**config.mk**
```make
export PLATFORM = sky130hd
export DESIGN_NAME = sram_arbiter
export DESIGN_NICKNAME = d
export VERILOG_FILES = /design/src/rtl/sram_arb_pkg.sv /design/src/rtl/sram_arbiter_rr_arb2.sv /design/src/rtl/sram_arbiter.sv
export SDC_FILE = /design/constraint.sdc
export NUM_CORES = 1
export LEC_CHECK = 0
export CAP_MARGIN = 10
export CORE_MARGIN = 10
export CORE_UTILIZATION = 44
export CTS_BUF_LIST = sky130_fd_sc_hd__clkbuf_2 sky130_fd_sc_hd__clkbuf_4 sky130_fd_sc_hd__clkbuf_8
export CTS_CLUSTER_SIZE = 8
export DETAILED_ROUTE_END_ITERATION = 7
export GPL_TIMING_DRIVEN = 0
export MAX_ROUTING_LAYER = met4
export PLACE_DENSITY_LB_ADDON = 0.05
export SLEW_MARGIN = 20
export SYNTH_ARGS = -nofsm -noshare
export SYNTH_HDL_FRONTEND = slang
export SYNTH_SLANG_ARGS = --single-unit
```
**constraint.sdc**
```tcl
create_clock -name clk -period 3.05 [get_ports clk]
set_clock_uncertainty 0.2 [all_clocks]
set_input_delay 0.305 -clock clk [delete_from_list [all_inputs] [get_ports clk]]
set_output_delay 0.305 -clock clk [all_outputs]
set_load 0.005 [all_outputs]
```
**src/rtl/sram_arb_pkg.sv**
```systemverilog
// sram_arb_pkg: shared state encoding, default widths and owner ids for the SRAM arbiter.
package sram_arb_pkg;
  typedef enum logic [1:0] {IDLE, SETUP, ACCESS, DONE} state_t;
  localparam int ADDR_W_DEF = 16;
  localparam int DATA_W_DEF = 16;
  localparam logic PORT0 = 1'b0;
  localparam logic PORT1 = 1'b1;
endpackage

```
**src/rtl/sram_arbiter_rr_arb2.sv**
```systemverilog
// rr_arb2: two-way winner select; round-robin pointer, or fixed port-0 priority
// when SRAM_ARB_FIXED_PRIO_EN is defined.
module rr_arb2
  import sram_arb_pkg::*;
(
  input  logic clk,
  input  logic reset,
  input  logic i_req0,
  input  logic i_req1,
  input  logic i_gnt_en,
  output logic o_winner
);
`ifdef SRAM_ARB_FIXED_PRIO_EN
  assign o_winner = (!i_req0 && i_req1) ? PORT1 : PORT0;
`else
  logic r_ptr;
  assign o_winner = (i_req0 && i_req1) ? r_ptr : (i_req1 ? PORT1 : PORT0);
  // pointer hands the next tie to the port that just lost
  always_ff @(posedge clk or posedge reset)
    if (reset) r_ptr <= PORT0;
    else if (i_gnt_en) r_ptr <= ~o_winner;
`endif
endmodule

```
**src/rtl/sram_arbiter.sv**
```systemverilog
// sram_arbiter: two-port SRAM arbiter and setup/access/done sequencer.
// Define SRAM_ARB_FIXED_PRIO_EN for fixed port-0 priority instead of round-robin.
module sram_arbiter
  import sram_arb_pkg::*;
#(
  parameter int ADDR_W        = ADDR_W_DEF,
  parameter int DATA_W        = DATA_W_DEF,
  parameter int ACCESS_CYCLES = 2
) (
  input  logic              clk,
  input  logic              reset,
  input  logic              p0_req,
  input  logic              p1_req,
  input  logic              p0_we,
  input  logic              p1_we,
  input  logic [ADDR_W-1:0] p0_addr,
  input  logic [ADDR_W-1:0] p1_addr,
  input  logic [DATA_W-1:0] p0_wdata,
  input  logic [DATA_W-1:0] p1_wdata,
  output logic              p0_ack,
  output logic              p1_ack,
  output logic              p0_gnt,
  output logic              p1_gnt,
  output logic [DATA_W-1:0] rdata,
  output logic [ADDR_W-1:0] sram_address,
  output logic [DATA_W-1:0] sram_data,
  output logic              sram_data_oe,
  input  logic [DATA_W-1:0] sram_q,
  output logic              sram_cs,
  output logic              sram_we,
  output logic              sram_oe
);
  state_t            r_state;
  logic              r_owner, r_we, r_ack0, r_ack1, r_gnt0, r_gnt1;
  logic              r_cs, r_swe, r_oe, r_doe;
  logic [3:0]        r_cnt;
  logic [ADDR_W-1:0] r_addr;
  logic [DATA_W-1:0] r_wdata, r_rdata;
  logic              w_start, w_win, w_we;
  logic [ADDR_W-1:0] w_addr;
  logic [DATA_W-1:0] w_wdata;

  assign w_start = (r_state == IDLE) && (p0_req || p1_req);
  assign w_we    = w_win ? p1_we : p0_we;
  assign w_addr  = w_win ? p1_addr : p0_addr;
  assign w_wdata = w_win ? p1_wdata : p0_wdata;

  rr_arb2 u_arb (
    .clk      (clk),
    .reset    (reset),
    .i_req0   (p0_req),
    .i_req1   (p1_req),
    .i_gnt_en (w_start),
    .o_winner (w_win)
  );

  // strobes are registered alongside the state so they are glitch-free at the pins
  always_ff @(posedge clk or posedge reset)
    if (reset) begin
      r_state <= IDLE;
      r_owner <= PORT0;
      r_we    <= 1'b0;
      r_ack0  <= 1'b0;
      r_ack1  <= 1'b0;
      r_gnt0  <= 1'b0;
      r_gnt1  <= 1'b0;
      r_cs    <= 1'b0;
      r_swe   <= 1'b0;
      r_oe    <= 1'b0;
      r_doe   <= 1'b0;
      r_cnt   <= 4'd0;
      r_addr  <= '0;
      r_wdata <= '0;
      r_rdata <= '0;
    end else begin
      case (r_state)
        IDLE: if (w_start) begin
          r_state <= SETUP;
          r_owner <= w_win;
          r_we    <= w_we;
          r_addr  <= w_addr;
          r_wdata <= w_wdata;
          r_cs    <= 1'b1;
          r_oe    <= !w_we;
          r_doe   <= w_we;
          r_gnt0  <= (w_win == PORT0);
          r_gnt1  <= (w_win == PORT1);
        end
        SETUP: begin
          r_state <= ACCESS;
          r_cnt   <= 4'(ACCESS_CYCLES - 1);
          r_swe   <= r_we;
        end
        ACCESS: if (r_cnt == 4'd0) begin
          r_state <= DONE;
          r_swe   <= 1'b0;
          r_oe    <= 1'b0;
          r_ack0  <= (r_owner == PORT0);
          r_ack1  <= (r_owner == PORT1);
          if (!r_we) r_rdata <= sram_q;
        end else begin
          r_cnt <= r_cnt - 4'd1;
        end
        DONE: begin
          r_state <= IDLE;
          r_cs    <= 1'b0;
          r_doe   <= 1'b0;
          r_ack0  <= 1'b0;
          r_ack1  <= 1'b0;
          r_gnt0  <= 1'b0;
          r_gnt1  <= 1'b0;
        end
      endcase
    end

  assign p0_ack       = r_ack0;
  assign p1_ack       = r_ack1;
  assign p0_gnt       = r_gnt0;
  assign p1_gnt       = r_gnt1;
  assign rdata        = r_rdata;
  assign sram_address = r_addr;
  assign sram_data    = r_wdata;
  assign sram_data_oe = r_doe;
  assign sram_cs      = r_cs;
  assign sram_we      = r_swe;
  assign sram_oe      = r_oe;
endmodule

```
==> results of run 1 <==
## critical path, delay by kind of cell (launching register included)
family,cells,cell delay (ns)
buffers and inverters,3,0.52
DFF,1,0.41
and+or+nand+nor,2,0.42
muxes,1,0.35
adders and majority gates,1,0.16
## through the flow
| stage | TNS [ns] | cell area [um2] | power (W) | util [%] |
|---|---|---|---|---|
| 2_1_floorplan | 0 | 2810 | 0.00244 | - |
| 3_3_place_gp | -17.11 | 4320 | 0.00346 | 68.8 |
| 3_5_place_dp | 0 | 4340 | 0.00353 | 69.2 |
| 4_1_cts | 0 | 4510 | 0.00418 | 71.8 |
| 5_1_grt | 0 | 4510 | 0.00444 | 71.8 |
| 6_report | 0 | 4510 | 0.00412 | 71.8 |
## power by group through the flow
stage          registers (W)  logic [W]  clock network (W)
3_5_place_dp         0.00151    0.00202                  0
4_1_cts              0.00150    0.00203           0.000646
6_report             0.00150    0.00200           0.000623
3_3_place_gp         0.00149    0.00197                  0
5_1_grt              0.00155    0.00221           0.000682
2_1_floorplan        0.00152   0.000925                  0
## worst max path at each step
| stage | start | cells past startpoint | to |
|---|---|---|---|
| detailed placement | p0_req | 6 | sram_address[6] |
| global placement | reset | 2 | sram_data[3] |
| floorplan | reset | 1 | p0_ack |
| finish | r_state[0] | 7 | rdata[3] |
| CTS | r_state[0] | 7 | rdata[3] |
| global route | r_state[1] | 7 | sram_address[6] |
## routing by layer
metal | up-vias | part of all wire (%)
li1 | 1134 | -
met1 | 1200 | 39
met2 | 81 | 51
met3 | 10 | 8.7
met4 | 0 | 1.1
met5 | - | 0
## logic make-up after synthesis
| family | count (synthesis) | share of synthesized area, % |
|---|---|---|
| compound gates | 53 | 16.3 |
| buf+inv | 54 | 9.30 |
| fa+ha+maj | 6 | 2.67 |
| xor+xnor | 1 | 0.311 |
| simple gates | 33 | 6.63 |
| mux | 17 | 6.94 |
| flops | 65 | 57.8 |
## cells in the mapped netlist, drive strengths merged, types with 2 or more instances
cell type | n | share of area [%]
a21o | 3 | 0.80
a21oi | 4 | 0.85
a222oi | 32 | 11
a22o | 2 | 0.62
and3 | 2 | 0.67
buf | 12 | 3.7
clkbuf | 2 | 0.27
dfrtp | 65 | 58
ha | 6 | 2.7
inv | 40 | 5.3
mux2 | 17 | 6.9
nand2 | 10 | 1.4
nand3 | 2 | 0.36
nor2 | 10 | 1.6
nor3 | 2 | 0.36
o21ai | 7 | 1.2
or3b | 2 | 0.62
## state kept, by name, summed over array words and instances (netlist names), 2 cells and up
register	count
r_state	2
sram_address	16
rdata	16
r_cnt	4
sram_data	16
## layout make-up
class,count,area share [%]
buffer,14,2.47
clock buffer,11,3.22
clock inverter,4,0.444
inverter,40,3.39
multi-input combinational,110,20.5
sequential,65,36.1
tap,77,2.14
timing repair buffer,142,31.8
==> metrics.txt, run 1 <==
outcome=completed; Slew @ Worst Pin=0.494 ns; GRT Total Usage=17.8%; Crit path top cell by count=buf_4; WL final=8.66 mm; pre-CTS setup slack=0.815 ns; placer congestion estimate=0.808; Final Non-Filler Cells=463; Peak Freq=458 MHz; number of buffers created by CTS=9; area grow syn2layout=60.3%; maximum root-to-sink buffer count=2; antenna cells=0; slew margin rel.=67.1%; post-placement cell count=448; Reg2Reg Setup Slack=0.87 ns; initial antenna violation count=0; Detail Route Antenna Nets=0; final hold vios=0; die area=9990 um2; Syn Area/Cell=12.3 um2; area of the multi-input gates=925 um2; Crit path required time=3.07 ns; vias in the first global route=2608; routing usage on met1=19.3%; PwrDens=914 nW/um2; Worst setup SP type=flop; Initial Util=44.8%; Synth Instances=229; sequential area share after synthesis=57.8%; Vias=2425; Top FF cell, synth=dfrtp_1; minimum clock period=2.18 ns; CTS tree=done; core footprint=6280 um2; iteration-0 DRC count of the detailed router=176; total global routing overflow=0; Hold WS=0.123 ns; crit end category=flop; post-cts repair resize count=0; Distinct cells, synth=38; root buf cell=clkbuf_8; maximum level of the CTS H-tree=3; Die X-Extent=100 um; RSZ-0062 raised after global routing=no; DRT Pass-1 Iters=5; async set-reset flop share out of synthesis=100%; synthesis warning total=0; FF/Latch Area=1630 um2; DPL Wire Length=6.74 mm; crit path cell chain=inv_1 > ha_1 > buf_4 > nand3_1 > nor2_4 > buf_4 > mux2_2; Worst-path clk slew=0.07 ns; Avg WL per Cell=18.7 um; Setup CP Type=reg -> reg; sequential fraction of design power=36.4%; worst stage delay on the critical path=0.41 ns; TritonCTS Sinks=65; first-pass GRT wire length=13.6 mm; CP arrival=2.20 ns; CP max-delay cell=dfrtp_1; Final Worst Setup Slack=0.867 ns; fin nets=474; Via density=5.24; most frequent cells in the layout=clkdlybuf4s50_1 (141), dfrtp_1 (65), inv_1 (39); switching pwr=0.00135 W; MaxCap Viol Count=0; GR Layer Usage met2=28.7%; Post-route DRC=0; GRT met3 Usage=7.49%; DIE HEIGHT=100 um; # hold bufs at CTS=0; P_leak=2.12 nW; Net Sw Frac=32.7%; Critical R2R Capture=rdata[3]; Port-buffer cells=141; Site Rows=29; gr busiest metal=met2; Seq cells post-synth=65; most common cell after layout, fill and taps aside=clkdlybuf4s50_1; setup violators final=0; share of cells above drive strength 1=12.2%; Hold Crit Class=in -> async; Top Ports=142; crit-path max FO=10; Filler cells=464; Post-synth EDFFs=0; number of max-slew violations in the final report=0; period utilization=71.6%; post-synthesis cell area=2810 um2; VDD IR-drop max=0.511 mV; FF-to-FF path depth=7; Post-CTS Setup Bufs=0; r2r startpoint=r_state[0]; Synth Net Count=321; internal power=0.00277 W; Clk pwr share=15.1%; Clock Latency Late Sink=0.33 ns; Comb power frac=48.5%; pin count of the biggest net entering global routing=35
No activity file was read; power rests on OpenSTA's default activity.
==> inputs of run 2 (changes only) <==
- CORE_UTILIZATION: 44 -> 41
- clock period: 3.05 -> 2.2 ns (I/O delays scaled with it)
==> run 2 against run 1 <==
Sequential power grew 39%. Clock power rose by 48%. Global-route usage up 0.11 points. Routed wire length grew 3.8%. Final cell count grew 2.2%. Worst setup slack worse by 0.74 ns. Design area up 2.0%. Critical path depth fell by 1. Power up 42%. Fmax grew 5.2%. Critical endpoint is now r_state[1].
==> metrics.txt, run 2 (synthesis gave the netlist of run 1 again) <==
Slew @ Worst Pin=0.393 ns (-0.101 ns); Worst path top cell family by delay=simple AND/OR/NAND/NOR gates; setup violators final=0 (unchanged); worst stage delay on the critical path=0.40 ns (about the same); Post-route DRC=0 (unchanged); Avg WL per Cell=19.0 um (+1.6%); switching pwr=0.00193 W (+43%); VDD IR-drop max=0.628 mV (+23%); maximum root-to-sink buffer count=2 (unchanged); fin nets=480 (+1.3%); area grow syn2layout=63.5%; post-placement cell count=451 (+0.67%); Port-buffer cells=141 (unchanged); crit-path max FO=7 (-3); antenna cells=0 (unchanged); Site Rows=30 (+3.4%); pin count of the biggest net entering global routing=51 (+46%); internal power=0.00391 W (+41%); Die X-Extent=103 um (+2.9%); Reg2Reg Setup Slack=0.13 ns (-0.74 ns); Crit path required time=2.22 ns (-0.85 ns); Setup CP Type=reg -> reg; TritonCTS Sinks=65 (unchanged); number of max-slew violations in the final report=0 (unchanged); number of buffers created by CTS=9 (unchanged); PwrDens=1270 nW/um2 (+39%); initial antenna violation count=0 (unchanged); WL final=8.98 mm (+3.8%); most frequent cells in the layout=clkdlybuf4s50_1 (141), dfrtp_1 (65), inv_1 (39); slew margin rel.=73.5% (+6.5 points); Hold Crit Class=in -> reg; Detail Route Antenna Nets=0 (unchanged); iteration-0 DRC count of the detailed router=198 (+13%); Final Non-Filler Cells=473 (+2.2%); period utilization=94.3% (+23 points); first-pass GRT wire length=14.0 mm (+2.6%); maximum level of the CTS H-tree=3 (unchanged); Worst setup SP type=flop; most common cell after layout, fill and taps aside=clkdlybuf4s50_1; vias in the first global route=2718 (+4.2%); crit end category=flop; root buf cell=clkbuf_8; RSZ-0062 raised after global routing=no; share of cells above drive strength 1=14.5% (+2.3 points); Clock Latency Late Sink=0.33 ns (about the same); Vias=2463 (+1.6%); DIE HEIGHT=103 um (+2.9%); core footprint=6720 um2 (+7.0%); CP arrival=2.09 ns (-0.11 ns); Initial Util=41.9% (-2.9 points); Comb power frac=48.6% (about the same); Clk pwr share=15.8% (+0.7 points); crit path cell chain=inv_1 > ha_1 > or3b_1 > nand2_2 > and2_4 > mux2_4; total global routing overflow=0 (unchanged); MaxCap Viol Count=0 (unchanged); placer congestion estimate=0.737 (-8.9%); minimum clock period=2.07 ns (-0.108 ns); P_leak=2.16 nW (+1.9%); CP max-delay cell=dfrtp_1; Peak Freq=482 MHz (+5.2%); outcome=completed; sequential fraction of design power=35.6% (-0.8 points); CTS tree=done; Buf+Inv Stages, Crit Path=1 (-2); Top Ports=142 (unchanged); Worst-path clk slew=0.07 ns (about the same); die area=10600 um2 (+5.8%); GRT Total Usage=17.9% (+0.11 points); DRT Pass-1 Iters=5 (unchanged); Via density=5.21 (-0.58%); Net Sw Frac=33.1% (+0.37 points); Setup TNS Final=0 ns (unchanged); DPL Wire Length=6.82 mm (+1.2%); final hold vios=0 (unchanged)
## run 2: cell types whose count changed in the layout (fill, tap and decap cells not counted), moves of 2 or more
cell / previous run / this run
buf_4: 3 / 7
clkbuf_1: 2 / 0
clkbuf_2: 0 / 2
clkinvlp_4: 0 / 2
## run 2: final timing paths
check / from / endpoint / cells past startpoint
worst max-delay path: r_cnt[0] / r_state[1] / 6
worst min-delay path: p0_wdata[12] / sram_data[12] / 3
worst max register to register: r_cnt[0] / r_state[1] / 6
worst min register to register: p1_ack / p1_ack / 1
max in group asynchronous: reset / rdata[14] / 4
min in group asynchronous: reset / sram_address[7] / 3
## run 2: repair_timing
action | in CTS | in global routing
setup buffers | 0 | 5
hold buffers | 1 | 0
gates resized for setup | 0 | 9
hold endpoints to repair | 15 | 0
setup endpoints to repair | 0 | 33
## run 2: final cells by class
cell class                 count  area (um2)
tap                           80         100
buffer                        14         120
fill                         518        2120
clock buffer                  11         151
multi-input combinational    110         932
sequential                    65        1630
timing repair buffer         148        1490
clock inverter                 5        30.0
inverter                      40         153
## run 2: worst register-to-register path, delay by kind of cell, from the launching register on
kind	cells	cell delay [ns]
flip-flops	1	0.40
multiplexers	1	0.30
adder cells (fa/ha/maj)	1	0.23
AND/OR/NAND/NOR	3	0.74
buffers and inverters	1	0.08
## run 2: per-layer routing
metal	up-vias	wire length (um)	global-route usage [%]
met5	-	0	-
met4	0	140	6.63
met3	11	752	6.23
met2	97	4630	29.6
met1	1207	3460	19.6
li1	1148	-	-
## run 2: metrics by stage
step	hold WS [ns]	total power, W	setup slack [ns]	utilization (%)	instance area, um2
finish	0.276	0.00584	0.125	68.5	4600
global route	0.276	0.00630	0.00335	68.5	4600
CTS	0.270	0.00586	0.0173	67.7	4550
detailed placement	0.277	0.00490	0.0440	64.8	4350
global placement	0.266	0.00483	-1.11	64.4	4320
floorplan	0.145	0.00339	0.154	-	2810
## run 2: power by group through the flow
stage               logic, W  registers, W  clock network [W]
global placement     0.00275       0.00208                  0
CTS                  0.00283       0.00208           0.000943
global route         0.00313       0.00216            0.00101
detailed placement   0.00282       0.00209                  0
floorplan            0.00128       0.00210                  0
finish               0.00284       0.00208           0.000923
==> inputs of run 3 (changes only) <==
- CORE_MARGIN: 10 -> 3
- MAX_ROUTING_LAYER: met4 -> default
==> run 3 against run 2 <==
Register-to-register slack better by 0.03 ns. Design area down 0.44%. First-iteration DRC count down 20%. Via count down 1.2%. Sequential power about the same. Die area down 25%. Sequential share of layout area up 0.15 points. Final cell count down 1.3%. Core utilization up 2.1 points. Clock-buffer cell count unchanged. Non-clock buffer count down 3. Global-route usage up 1.6 points. Largest cell class unchanged.
==> metrics.txt, run 3 (synthesis gave the netlist of run 1 again) <==
pin count of the biggest net entering global routing=57 (+12%); final instance area=4580 um2 (-0.44%); root buf cell=clkbuf_8; CTS tree=done; fin nets=477 (-0.63%); Tot Pwr=0.00582 W (-0.30%); most frequent cells in the layout=clkdlybuf4s50_1 (141), dfrtp_1 (65), inv_1 (39); period utilization=93.0% (-1.3 points); Die X-Extent=88.8 um (-14%); Clk pwr share=17.2% (+1.4 points); outcome=completed; RSZ-0062 raised after global routing=no; TritonCTS Sinks=65 (unchanged); most common cell after layout, fill and taps aside=clkdlybuf4s50_1; initial antenna violation count=0 (unchanged); Worst setup SP type=flop; Vias=2433 (-1.2%); final hold vios=0 (unchanged); GRT Total Usage=19.6% (+1.6 points); PwrDens=1270 nW/um2 (+0.14%); Reg2Reg Setup Slack=0.15 ns (+0.03 ns); minimum clock period=2.05 ns (-0.0292 ns); Avg WL per Cell=16.0 um (-16%); die area=7890 um2 (-25%); Filler cells=499 (-3.7%); iteration-0 DRC count of the detailed router=158 (-20%); Site Rows=29 (-3.3%); Post-route DRC=0 (unchanged); share of cells above drive strength 1=13.3% (-1.2 points); sequential fraction of design power=35.8% (+0.2 points); WL final=7.48 mm (-17%); VDD IR-drop max=0.597 mV (-4.8%); switching pwr=0.00184 W (-4.7%); total global routing overflow=0 (unchanged); Net Sw Frac=31.6% (-1.5 points); Comb power frac=46.9% (-1.7 points); post-layout util=70.5% (+2.1 points); Initial Util=43.3% (+1.4 points); Slew @ Worst Pin=0.493 ns (+0.101 ns); Via density=5.21 (about the same); Peak Freq=489 MHz (+1.4%); number of buffers created by CTS=9 (unchanged); maximum level of the CTS H-tree=3 (unchanged); DPL Wire Length=5.56 mm (-19%); crit end category=flop; Worst-path clk slew=0.07 ns (about the same); DRT Pass-1 Iters=6 (+1); Top Ports=142 (unchanged); CP arrival=2.04 ns (-0.05 ns); vias in the first global route=2532 (-6.8%); MaxCap Viol Count=0 (unchanged); placer congestion estimate=0.720 (-2.3%); placed cell areas=4350 um2 (about the same); Detail Route Antenna Nets=0 (unchanged); Clock Latency Late Sink=0.32 ns (about the same); internal power=0.00398 W (+1.9%); slew margin rel.=67.1% (-6.4 points); core footprint=6490 um2 (-3.3%); Port-buffer cells=141 (unchanged); DIE HEIGHT=88.8 um (-14%); maximum root-to-sink buffer count=2 (unchanged); setup violators final=0 (unchanged); Hold WS=0.285 ns (+0.00871 ns); P_leak=2.14 nW (-0.65%); Crit path required time=2.20 ns (-0.02 ns); Hold Crit Class=in -> reg; first-pass GRT wire length=11.9 mm (-15%); area grow syn2layout=62.8%; antenna cells=0 (unchanged); number of max-slew violations in the final report=0 (unchanged); Setup CP Type=reg -> reg; crit-path max FO=10 (+3)
==> run 3: metrics by stage <==
stage	TNS [ns]	instances	worst slack (ns)
6_report	0	467	0.154
2_1_floorplan	0	229	0.154
3_5_place_dp	0	448	0.0333
3_3_place_gp	-66.64	447	-1.03
5_1_grt	0	467	0.00260
4_1_cts	0	465	0.0333
==> run 3: cell type report <==
type | count | area, um2 | share of cell area, %
plain buffers | 14 | 113 | 2.46
clock buffers | 11 | 145 | 3.17
clock inverters | 5 | 55.1 | 1.20
inverters | 40 | 153 | 3.33
multi-input cells | 110 | 927 | 20.2
flip-flops and latches | 65 | 1630 | 35.5
well taps | 77 | 96.3 | 2.10
repair buffers | 145 | 1460 | 32.0
==> run 3: critical path, cell delays in order (launching register included) <==
cell     delay [ns]
dfrtp_1        0.42
inv_1          0.12
ha_1           0.15
buf_4          0.16
nand3_1        0.16
nor2_4         0.17
buf_4          0.20
mux2_1         0.34
==> run 3: per-layer routing <==
metal	vias up	global-route usage [%]	share of wire [%]
li1	1152	-	-
met1	1176	24.2	42
met2	92	31.9	49
met3	13	6.15	7.7
met4	0	7.55	1.8
met5	-	0	0
==> run 3: final timing paths <==
kind                       cells past startpoint               to         start
hold reg to reg                                2     sram_data_oe  sram_data_oe
min in group asynchronous                      3  sram_address[1]         reset
setup / recovery                               7         rdata[6]    r_state[0]
max in group asynchronous                      4     sram_data[9]         reset
hold / removal                                 3    sram_data[10]  p0_wdata[10]
setup reg to reg                               7         rdata[6]    r_state[0]
==> run 3: what timing repair did <==
item | 4_1_cts | 5_1_grt
setup buffers | 0 | 2
gates resized for setup | 0 | 4
endpoints found under the hold margin | 9 | 0
hold buffers | 1 | 0
setup endpoints to repair | 0 | 31
==> run 3: power groups by stage <==
stage               registers (W)  logic (W)  clock network, W
global route              0.00216    0.00303           0.00109
global placement          0.00208    0.00268                 0
CTS                       0.00209    0.00276           0.00103
floorplan                 0.00210    0.00128                 0
finish                    0.00209    0.00273           0.00100
detailed placement        0.00209    0.00275                 0
